===== config.mk =====
export PLATFORM = sky130hd
export DESIGN_NAME = fsm_enchimento
export DESIGN_NICKNAME = d
export VERILOG_FILES = /design/src/rtl/fsm_enchimento.sv
export SDC_FILE = /design/constraint.sdc
export NUM_CORES = 1
export LEC_CHECK = 0
export ABC_AREA = 1
export BUFFER_PORTS_ARGS = -buffer_cell sky130_fd_sc_hd__buf_2
export CAP_MARGIN = 20
export CORE_MARGIN = 5
export CORE_UTILIZATION = 54
export CTS_CLUSTER_SIZE = 8
export DETAILED_ROUTE_END_ITERATION = 8
export PLACE_DENSITY = 0.74
export SETUP_SLACK_MARGIN = 0.1
export SLEW_MARGIN = 10
export SYNTH_ARGS = -nofsm -noshare
export SYNTH_HDL_FRONTEND = slang
export SYNTH_SLANG_ARGS = --single-unit

===== constraint.sdc =====
create_clock -name clk -period 1.7 [get_ports clk]
set_input_delay 0.34 -clock clk [delete_from_list [all_inputs] [get_ports clk]]
set_output_delay 0.34 -clock clk [all_outputs]
set_load 0.005 [all_outputs]

===== src/rtl/fsm_enchimento.sv =====
// rtl/fsm_enchimento.sv - filling-station slave Moore FSM: valve drive, level handshake, timeout alarm
// Optional fill counter output total_enchidas enabled by `define ENCH_CONTADOR_EN.
module fsm_enchimento #(
  parameter int TIMER_W     = 28,
  parameter int TEMPO_MAX   = 150000000,
  parameter int TEMPO_ESTAB = 12500000
) (
  input  logic       clk,
  input  logic       reset,
  input  logic       cmd_encher,
  input  logic       sensor_nivel,
  input  logic       limpar_erro,
  output logic       valvula_ativa,
  output logic       enchimento_concluido,
  output logic       alarme_enchimento,
  output logic [2:0] estado_dbg
`ifdef ENCH_CONTADOR_EN
  ,
  output logic [15:0] total_enchidas
`endif
);

  typedef enum logic [2:0] {
    IDLE       = 3'd0,
    ENCHENDO   = 3'd1,
    ESTABILIZA = 3'd2,
    CONCLUIDO  = 3'd3,
    ERRO       = 3'd4
  } estado_t;

  localparam logic [TIMER_W-1:0] LIM_ENCH  = TIMER_W'(TEMPO_MAX - 1);
  localparam logic [TIMER_W-1:0] LIM_ESTAB = TIMER_W'(TEMPO_ESTAB - 1);

  estado_t              state_q, state_d;
  logic [TIMER_W-1:0]   timer_q, timer_d;
  logic                 sync1_q, sync1_d;
  logic                 nivel_s_q, nivel_s_d;

  // Two-flop synchronizer for the asynchronous level switch.
  always_comb begin
    sync1_d   = sensor_nivel;
    nivel_s_d = sync1_q;
  end

  always_comb begin
    state_d = state_q;
    case (state_q)
      IDLE: begin
        if (cmd_encher) state_d = nivel_s_q ? ESTABILIZA : ENCHENDO;
      end
      ENCHENDO: begin
        // Level is checked before the timeout so a full bottle never alarms.
        if (!cmd_encher)            state_d = IDLE;
        else if (nivel_s_q)         state_d = ESTABILIZA;
        else if (timer_q == LIM_ENCH) state_d = ERRO;
      end
      ESTABILIZA: begin
        if (!cmd_encher)               state_d = IDLE;
        else if (timer_q == LIM_ESTAB) state_d = CONCLUIDO;
      end
      CONCLUIDO: begin
        if (!cmd_encher) state_d = IDLE;
      end
      ERRO: begin
        if (limpar_erro) state_d = IDLE;
      end
      default: state_d = IDLE;
    endcase
  end

  always_comb begin
    timer_d = timer_q;
    if (state_d != state_q)
      timer_d = '0;
    else if (state_q == ENCHENDO || state_q == ESTABILIZA)
      timer_d = timer_q + 1'b1;
  end

  always_ff @(posedge clk or posedge reset) begin
    if (reset) begin
      state_q   <= IDLE;
      timer_q   <= '0;
      sync1_q   <= 1'b0;
      nivel_s_q <= 1'b0;
    end else begin
      state_q   <= state_d;
      timer_q   <= timer_d;
      sync1_q   <= sync1_d;
      nivel_s_q <= nivel_s_d;
    end
  end

  // Outputs come only from the registered state, so reset closes the valve without a clock.
  assign valvula_ativa        = (state_q == ENCHENDO);
  assign enchimento_concluido = (state_q == CONCLUIDO);
  assign alarme_enchimento    = (state_q == ERRO);
  assign estado_dbg           = state_q;

`ifdef ENCH_CONTADOR_EN
  logic [15:0] contagem_q, contagem_d;

  always_comb begin
    contagem_d = contagem_q;
    if (state_q == ESTABILIZA && state_d == CONCLUIDO)
      contagem_d = contagem_q + 16'd1;
  end

  always_ff @(posedge clk or posedge reset) begin
    if (reset) contagem_q <= '0;
    else       contagem_q <= contagem_d;
  end

  assign total_enchidas = contagem_q;
`endif

endmodule


Word level (Yosys, flattened, before mapping)
Index checks and enable logic that the tools add are counted.
{"block": "totals", "regBits": 33, "inputBits": 5, "output_inout_bits": 6, "word_cells": 27}
{"block": "op_classes", "n_addsub": 1, "eq_ne": 7, "n_mux": 12, "n_reduce_logical": 3}
{"op": "$mux 28", "count": 2}
{"op": "$add 28x1->28 const B", "count": 1}
{"op": "$eq 28x24->1 const B", "count": 1}
{"op": "$eq 28x28->1 const B", "count": 1}
{"op": "$mux 3", "count": 8}
{"op": "$pmux 3 s5", "count": 1}
{"op": "$eq 3x2->1 const B", "count": 2}
{"op": "$eq 3x1->1 const B", "count": 1}
{"op": "$eq 3x3->1 const B", "count": 1}
{"op": "$logic_not 3->1", "count": 1}
{"op": "$ne 3x3->1", "count": 1}
{"op": "$mux 2", "count": 1}
{"op": "$reduce_bool 2->1", "count": 1}
{"op": "$logic_or 1x1->1", "count": 1}

Longest topological paths before layout
Gate-level depths: netlist of run 1.
{"block": "depth", "word_depth": 7, "depth_mapped": 14, "ltp_nobuf": 13}

Worst setup path before layout of run 1
Ideal clock, no wire load.
{"block": "synth_path", "path_kind": "register to register", "start": "register timer_q[1]", "end": "register timer_q[18]", "setup_time_ps": 124, "arrival_time_ps": 1589, "required_time_ps": 1576, "setup_slack_ps": -13, "path_stages_with_launch": 14, "path_buffers": 1, "synth_period_minus_slack_ps": 1713, "path_cell_list": "dfrtp_1 ha_1 inv_1 nor2_2 nand3_1 nor2_1 nand2_1 nand2_1 nand2_1 nand2_1 nand3_1 nand3_4 buf_4 nor3_2"}
{"block": "synth_between", "elab_chain_cells": 7, "elab_cells_between_ends": 13, "cone_classes": "add/sub: 1; eq/ne: 3; mux: 8; reduce/logical: 1"}
{"element": "start, declared", "line_no": "35", "text": "logic [TIMER_W-1:0] timer_q, timer_d;"}
{"element": "start signal, assigned", "line_no": "87", "text": "timer_q <= timer_d;"}
{"element": "$eq 28x28->1", "line_no": "55", "text": "else if (timer_q == LIM_ENCH) state_d = ERRO;"}
{"element": "$mux 3", "line_no": "55"}
{"element": "$mux 3", "line_no": "54", "text": "else if (nivel_s_q) state_d = ESTABILIZA;"}
{"element": "$mux 3", "line_no": "53", "text": "if (!cmd_encher) state_d = IDLE;"}
{"element": "$pmux 3 s5", "line_no": "47", "text": "case (state_q)"}
{"element": "$ne 3x3->1", "line_no": "73", "text": "if (state_d != state_q)"}
{"element": "$mux 28 / $reduce_bool 2->1 (equally long branches)"}
Several ways; a longest one is shown, not always the timed one. The select of a mux whose other input is x is not followed.
A chain may end at the register's enable or synchronous reset.

Worst setup path in the final report of run 1
{"block": "layout_path", "start": "register timer_q[5]", "end": "register timer_q[25]"}
{"block": "layout_between", "elab_chain_cells": 7, "elab_cells_between_ends": 13, "cone_classes": "add/sub: 1; eq/ne: 3; mux: 8; reduce/logical: 1"}
{"element": "$eq 28x28->1", "line_no": "55"}
{"element": "$mux 3", "line_no": "55"}
{"element": "$mux 3", "line_no": "54"}
{"element": "$mux 3", "line_no": "53"}
{"element": "$pmux 3 s5 (*)", "line_no": "47"}
{"element": "net state_d[1]", "line_no": "34", "text": "estado_t state_q, state_d;"}
{"element": "$ne 3x3->1 (*)", "line_no": "73"}
{"element": "$mux 28 / $reduce_bool 2->1 (equally long branches)"}
The timed path passes the listed nets; every way through them passes the cells marked *. The select of a mux whose other input is x is not followed.

==> impl_table.tex, run 1 <==
\begin{tabular}{lr}
\hline
Metric & Value \\
\hline
\multicolumn{2}{l}{\textbf{Global routing}} \\
Remaining Overflow, GRT & 0 \\
Wire length of the first global-routing pass & 10.6 mm \\
Antenna violations before repair & 0 \\
GRT Util Overall & 0.243 \\
Maximum number of pins on one net before global-route repair & 34 \\
Via count of the first global-routing pass & 2376 \\
\multicolumn{2}{l}{\textbf{Pwr}} \\
Post-layout power & 0.00353 W \\
Internal portion of total power & 0.00202 W \\
Worst IR drop on VDD & 2.59 mV \\
Share of power burned in registers & 0.247 \\
Pwr/cell area & 1110 mW/mm\^{}2 \\
Lkg Pwr & 1.48 nW \\
Share of power burned in the clock network & 0.188 \\
Switching part of the total & 0.428 \\
Switching Power & 0.00151 W \\
Part of the total power dissipated in combinational logic & 0.565 \\
\multicolumn{2}{l}{\textbf{Final layout}} \\
Area taken by multi-input logic gates & 0.00137 mm\^{}2 \\
\# nets final & 408 \\
Most common cell after layout, fill and taps aside & nand2\_1 \\
Post-route design area & 0.00318 mm\^{}2 \\
Layout-stage area growth over the synthesis result & 36.8\% \\
Share of layout cells above drive strength 1 & 0.360 \\
Diodes inserted & 0 \\
Storage cell area & 827 um\^{}2 \\
Leading cell types in the layout, fill and taps excluded & nand2\_1 (86), buf\_4 (65), inv\_1 (41) \\
Fill count & 297 \\
\multicolumn{2}{l}{\textbf{Hold path}} \\
Hold Path Class & in -> async \\
\multicolumn{2}{l}{\textbf{Synthesis}} \\
Synthesized flop and latch total & 33 \\
Dominant register cell in the synthesized netlist & dfrtp\_1 \\
Syn Nets & 325 \\
Synthesized area per cell & 7.29 um\^{}2 \\
Post-synthesis instance total & 319 \\
Number of enable flip-flop cells after synthesis & 0 \\
Netlist area before placement & 0.00232 mm\^{}2 \\
Largest area contributor in the netlist & dfrtp\_1 \\
Area share of the largest cell type after synthesis & 0.355 \\
Count of cell types in the netlist & 26 \\
Biggest area contributors in the synthesized netlist & dfrtp\_1 (36\%), nand2\_1 (14\%), nor3\_2 (8.6\%), inv\_1 (7.1\%), nor2\_1 (6.3\%) \\
Share of the yosys chip area belonging to registers & 0.355 \\
Share of flip-flops with an asynchronous set or reset & 1.00 \\
Number of warnings reported in the yosys synthesis log & 0 \\
\multicolumn{2}{l}{\textbf{Timing}} \\
Post-layout min period & 1.82 ns \\
Final worst slack & -0.116 ns \\
Period Utilization, post-route & 1.07 \\
Hold Vio Cnt, Final & 0 \\
Count of final setup violators & 29 \\
Largest clock skew in the final design & 0.00830 ns \\
Actual transition at the worst max-transition pin & 0.447 ns \\
Unrepaired setup endpoints after global routing & true \\
Number of pins with negative max-slew slack in the final report & 0 \\
Relative max-transition margin & 0.701 \\
Fmax & 0.551 GHz \\
\multicolumn{2}{l}{\textbf{Critical path}} \\
Nature of the critical path startpoint & flop \\
Worst setup path startpoint & timer\_q[5] \\
Crit path kind & reg -> reg \\
Cell repeated most along the worst path & nand2\_1 \\
Delay of the slowest critical-path stage & 0.38 ns \\
Setup slack of the most critical reg-to-reg path & -0.12 ns \\
Last element of the critical path & timer\_q[25] \\
Crit path max fanout & 15 \\
Series of cell instances along the critical path & nand2\_1, nor2\_1, nand2\_1, nor2\_1, nand2\_1, nand2\_1, nand2\_1, nand2\_2, nand2\_2, nand2\_2, nand2\_4, buf\_12, nor3\_4 \\
Highest-delay cell along the critical path & dfrtp\_1 \\
Crit path capture type & flop \\
Crit path required time & 1.91 ns \\
R2R depth & 13 \\
CP arrival & 2.02 ns \\
Critical register-to-register path endpoint & timer\_q[25] \\
Worst r2r src & timer\_q[5] \\
\multicolumn{2}{l}{\textbf{Placed design}} \\
Placer's final routability congestion estimate & 0.872 \\
Port-buffer cells & 10 \\
Standard cell area after detailed placement & 0.00295 mm\^{}2 \\
Detailed-placement wirelength estimate & 4.63 mm \\
\multicolumn{2}{l}{\textbf{Clock tree}} \\
Number of levels the H-tree was split into & 2 \\
Number of clock sinks & 33 \\
Later-pin clock latency in the skew report & 0.29 ns \\
Root Driver & clkbuf\_8 \\
Buffers from clock root to sink, at most & 2 \\
Clock slew at the register clock pins of the worst setup and hold paths & 0.07 ns \\
Number of buffers created by CTS & 5 \\
CTS tree & yes \\
Cts-stage hold buffer count & 0 \\
\multicolumn{2}{l}{\textbf{Routing}} \\
Post-detailed-route DRC marker count & 0 \\
Total via count in the routed design & 2386 \\
Final antenna-violating net count & 0 \\
First-iteration detailed-routing DRC count & 181 \\
Vias per cell & 5.27 \\
Wirelength per Cell & 13.7 um \\
Wire length reported by the detailed router & 6.21 mm \\
Detailed Routing Iterations Pass 1 & 4 \\
\multicolumn{2}{l}{\textbf{Job}} \\
Number of maximum-capacitance constraint violations & 0 \\
\multicolumn{2}{l}{\textbf{Floorplan}} \\
Chip Width & 75.6 um \\
Initial core utilization & 0.569 \\
Height of the die & 75.6 um \\
I/O Pins & 11 \\
Placeable core region & 0.00409 mm\^{}2 \\
Number of placement rows & 23 \\
Die Footprint & 0.00572 mm\^{}2 \\
\multicolumn{2}{l}{\textbf{Status}} \\
Violated checks & negative setup slack \\
Result of the run & complete, but fails checks \\
\hline
\end{tabular}
[repair_timing]
item | in CTS | in global routing
buffers inserted | 2 | 2
resized for setup | 13 | 10
setup endpoints to repair | 30 | 31
pin swaps | 1 | 1
[Yosys cell counts (2+ instances only)]
master / number
nand2_1: 86
inv_1: 44
nor2_1: 39
dfrtp_1: 33
nor3_2: 20
nor3_1: 19
xor2_1: 16
nand4_1: 14
nand3_1: 13
nand2_2: 6
buf_6: 3
inv_2: 3
nor2_2: 3
nor2_4: 3
o21ai_0: 3
xnor2_1: 3
nand3b_1: 2
[through the flow]
step                      setup WS (ns)  hold slack (ns)  utilization  TNS, ns  cells
final                            -0.116            0.132        0.778    -2.74    453
after global routing             -0.290            0.147        0.778    -7.59    453
after CTS                       -0.0907            0.153        0.764    -2.05    451
after detailed placement         -0.109            0.340        0.722    -1.99    441
after global placement          -0.0534            0.335        0.722    -1.09    441
after floorplan                  0.0421            0.331            -        0    319
[cell type report]
cell class | count | share of cell area
multi-input cells | 234 | 0.432
flip-flops and latches | 33 | 0.260
repair buffers | 81 | 0.201
well taps | 50 | 0.0197
inverters | 47 | 0.0555
clock buffers | 7 | 0.0303
clock inverters | 1 | 0.00157
[power by group through the flow]
stage / clock network [W] / registers (W) / logic, W
2_1_floorplan: 0 / 0.000886 / 0.00106
3_3_place_gp: 0 / 0.000877 / 0.00178
3_5_place_dp: 0 / 0.000879 / 0.00180
4_1_cts: 0.000672 / 0.000867 / 0.00188
5_1_grt: 0.000711 / 0.000879 / 0.00212
6_report: 0.000665 / 0.000872 / 0.00200
[worst min path at each step]
stage                      start          end  slack (ns)  cells past startpoint
finish                     reset  timer_q[11]        0.13                      3
global route        sensor_nivel    nivel_s_d        0.15                      1
CTS                 sensor_nivel    nivel_s_d        0.15                      1
detailed placement     nivel_s_d    nivel_s_q        0.34                      0
global placement       nivel_s_d    nivel_s_q        0.33                      0
floorplan              nivel_s_d    nivel_s_q        0.33                      0
[flip-flops by register name, summed over array words and instances, names as in the netlist]
signal and cells:
estado_dbg 3, timer_q 28, nivel_s_d 1, nivel_s_q 1
[critical path, delay by kind of cell (launching register included)]
kind	cells	cell delay (ns)
buffers and inverters	1	0.16
flip-flops	1	0.38
AND/OR/NAND/NOR	12	1.19
[per-layer routing]
| metal | vias to the layer above | share of wire | GRT usage |
|---|---|---|---|
| met5 | - | 0 | 0 |
| met1 | 1118 | 0.43 | 0.320 |
| met3 | 16 | 0.061 | 0.0435 |
| met2 | 77 | 0.49 | 0.407 |
| met4 | 0 | 0.019 | 0.0699 |
| li1 | 1175 | - | - |
[cells by family after synthesis]
| family | synth area share |
|---|---|
| and+or+nand+nor | 0.459 |
| buffers and inverters | 0.0958 |
| DFF | 0.355 |
| xor gates and xnor gates | 0.0716 |
| AOI/OAI and AO/OA | 0.00861 |
| muxes | 0.00431 |
| adders and majority gates | 0.00538 |
(Power assumes the default switching activity.)
==> run 2: changes to the inputs <==
Settings changed: CORE_UTILIZATION 54 to 55, PLACE_DENSITY 0.74 to 0.75.
==> run 2 against run 1 <==
The flow still finishes with violations (negative setup slack); sequential cell count is the same; die area shrank 1.6%; count of clock-buffer cells in the layout grew 1; worst setup slack lost 0.099 ns; sequential power grew 0.9%; global-route usage grew 1.7 points; maximum frequency shrank 5.2%; power grew 8.7%; cell area grew 3.4%; utilization grew 3.2 points; clock skew shrank 0.00056 ns; critical path type unchanged; largest cell class unchanged.
==> impl_table.tex, run 2 (synthesized netlist as in run 1, its figures left out) <==
\begin{tabular}{lr}
\hline
Metric & Value \\
\hline
\multicolumn{2}{l}{\textbf{Timing}} \\
Actual transition at the worst max-transition pin & 0.475 ns (+0.0283 ns) \\
Unrepaired setup endpoints after global routing & true \\
Number of pins with negative max-slew slack in the final report & 0 (unchanged) \\
Fmax & 0.522 GHz (-5.2\%) \\
Relative max-transition margin & 0.680 (-0.0207) \\
Post-layout min period & 1.92 ns (+0.0991 ns) \\
Count of final setup violators & 28 (-3.4\%) \\
Largest clock skew in the final design & 0.00774 ns (-0.000561 ns) \\
Period Utilization, post-route & 1.13 (+0.0583) \\
Final worst slack & -0.215 ns (-0.0991 ns) \\
Hold Vio Cnt, Final & 0 (unchanged) \\
\multicolumn{2}{l}{\textbf{Critical path}} \\
Crit path kind & reg -> reg \\
Cell family with the largest share of critical-path delay & simple AND/OR/NAND/NOR gates \\
Nature of the critical path startpoint & flop \\
Critical register-to-register path endpoint & timer\_q[21] \\
Crit path buffers/inverters & 1 (unchanged) \\
Highest-delay cell along the critical path & dfrtp\_1 \\
Crit path required time & 1.91 ns (about the same) \\
Worst r2r src & timer\_q[14] \\
Crit path max fanout & 3 (-12) \\
Setup slack of the most critical reg-to-reg path & -0.22 ns (-0.10 ns) \\
Cell repeated most along the worst path & nand2\_1 \\
Crit path capture type & flop \\
CP arrival & 2.12 ns (+0.10 ns) \\
R2R depth & 9 (-4) \\
Delay of the slowest critical-path stage & 0.37 ns (about the same) \\
Series of cell instances along the critical path & buf\_4, nand2\_1, nor3\_1, nand4\_1, nor2\_1, nand2\_1, nand2\_1, nand2\_1, nor3\_4 \\
\multicolumn{2}{l}{\textbf{Hold path}} \\
Hold Path Class & in -> async \\
\multicolumn{2}{l}{\textbf{Clock tree}} \\
Root Driver & clkbuf\_8 \\
Number of clock sinks & 33 (unchanged) \\
Clock slew at the register clock pins of the worst setup and hold paths & 0.07 ns (about the same) \\
Later-pin clock latency in the skew report & 0.29 ns (about the same) \\
CTS tree & yes \\
Number of levels the H-tree was split into & 2 (unchanged) \\
Buffers from clock root to sink, at most & 2 (unchanged) \\
Number of buffers created by CTS & 5 (unchanged) \\
\multicolumn{2}{l}{\textbf{Floorplan}} \\
I/O Pins & 11 (unchanged) \\
Initial core utilization & 0.573 (+0.00403) \\
Number of placement rows & 23 (unchanged) \\
Die Footprint & 0.00563 mm\^{}2 (-1.6\%) \\
Height of the die & 75.0 um (-0.79\%) \\
Chip Width & 75.0 um (-0.79\%) \\
Placeable core region & 0.00406 mm\^{}2 (-0.70\%) \\
\multicolumn{2}{l}{\textbf{Placed design}} \\
Port-buffer cells & 10 (unchanged) \\
Detailed-placement wirelength estimate & 4.79 mm (+3.4\%) \\
Placer's final routability congestion estimate & 0.951 (+9.0\%) \\
Worst-case setup slack after placement & -0.127 ns (-0.0179 ns) \\
\multicolumn{2}{l}{\textbf{Routing}} \\
First-iteration detailed-routing DRC count & 336 (+86\%) \\
Total via count in the routed design & 2528 (+6.0\%) \\
Post-detailed-route DRC marker count & 0 (unchanged) \\
Vias per cell & 5.50 (+4.3\%) \\
Final antenna-violating net count & 0 (unchanged) \\
Wirelength per Cell & 16.4 um (+20\%) \\
Detailed Routing Iterations Pass 1 & 5 (+1) \\
Wire length reported by the detailed router & 7.55 mm (+22\%) \\
\multicolumn{2}{l}{\textbf{Final layout}} \\
\# nets final & 415 (+1.7\%) \\
Post-Route Utilization & 0.811 (+0.0323) \\
Max reg flops & 28 (unchanged) \\
Leading cell types in the layout, fill and taps excluded & nand2\_1 (83), buf\_4 (71), inv\_1 (40) \\
Share of layout cells above drive strength 1 & 0.383 (+0.0231) \\
Diodes inserted & 0 (unchanged) \\
Most common cell after layout, fill and taps aside & nand2\_1 \\
Layout-stage area growth over the synthesis result & 41.5\% \\
Largest register by flop count & timer\_q \\
\multicolumn{2}{l}{\textbf{Status}} \\
Result of the run & complete, but fails checks \\
Violated checks & negative setup slack \\
\multicolumn{2}{l}{\textbf{Job}} \\
Number of maximum-capacitance constraint violations & 0 (unchanged) \\
\multicolumn{2}{l}{\textbf{Global routing}} \\
Antenna violations before repair & 0 (unchanged) \\
Maximum number of pins on one net before global-route repair & 34 (unchanged) \\
Via count of the first global-routing pass & 2406 (+1.3\%) \\
GRT Util Overall & 0.259 (+0.0168) \\
Remaining Overflow, GRT & 0 (unchanged) \\
Wire length of the first global-routing pass & 11.0 mm (+4.2\%) \\
\multicolumn{2}{l}{\textbf{Pwr}} \\
Pwr/cell area & 1170 mW/mm\^{}2 (+5.1\%) \\
Lkg Pwr & 1.53 nW (+3.3\%) \\
Worst IR drop on VDD & 1.57 mV (-40\%) \\
\hline
\end{tabular}
[run 2: cell count changes in the layout (fill, tap and decap cells not counted), moves of 3 or more]
cell      change
buf_4         +6
clkbuf_1      +3
nand2_1       -3
nand2_2       +3
nor3_2        -6
nor3_4        +6
[run 2: routing by layer]
metal,track usage,wire [um],up-vias
met2,0.438,3800,127
met1,0.340,2990,1180
met3,0.0494,532,30
met5,0,0,-
met4,0.0711,223,0
li1,-,-,1191
[run 2: layout make-up]
type | count | area [um^2]
Timing Repair Buffer | 88 | 708
Sequential cell | 33 | 827
Inverter | 47 | 179
Multi-Input combinational cell | 234 | 1430
Clock buffer | 8 | 80.1
Fill cell | 265 | 768
Tap cell | 50 | 62.6
[run 2: through the flow]
step           total power [W]  instance area [um^2]  hold slack (ns)  setup TNS (ns)  cells
2_1_floorplan          0.00195                  2340            0.331               0    319
3_3_place_gp           0.00256                  2950            0.336          -0.661    443
3_5_place_dp           0.00260                  2950            0.337           -2.30    443
4_1_cts                0.00327                  3110            0.147           -2.42    454
5_1_grt                0.00400                  3290            0.160           -9.03    460
6_report               0.00384                  3290            0.135           -4.24    460
[run 2: tightest hold or removal path, stage by stage]
cell,delay [ns]
buf_2,0.09
inv_1,0.04
buf_4,0.37
[run 2: what timing repair did]
action / in CTS / in global routing
resized for setup: 12 / 29
gates cloned: 0 / 1
hold buffers: 0 / 0
buffers inserted: 3 / 6
setup endpoints to repair: 30 / 33
pin swaps: 1 / 4
[run 2: where the power goes]
part | internal [W] | switching [W]
sequential | 0.000828 | 0.0000523
clock | 0.000291 | 0.000288
combinational | 0.000968 | 0.00141
total | 0.00209 | 0.00175
[run 2: how the worst max path moves through the flow]
stage                      from          end  slack [ns]  depth (start not counted)
floorplan            timer_q[1]   timer_q[5]        0.04                         14
global placement     timer_q[0]   timer_q[3]       -0.08                         14
detailed placement   timer_q[0]   timer_q[4]       -0.13                         14
CTS                  timer_q[1]   timer_q[1]       -0.12                         14
global route         timer_q[1]   timer_q[1]       -0.34                         14
finish              timer_q[14]  timer_q[21]       -0.22                          9
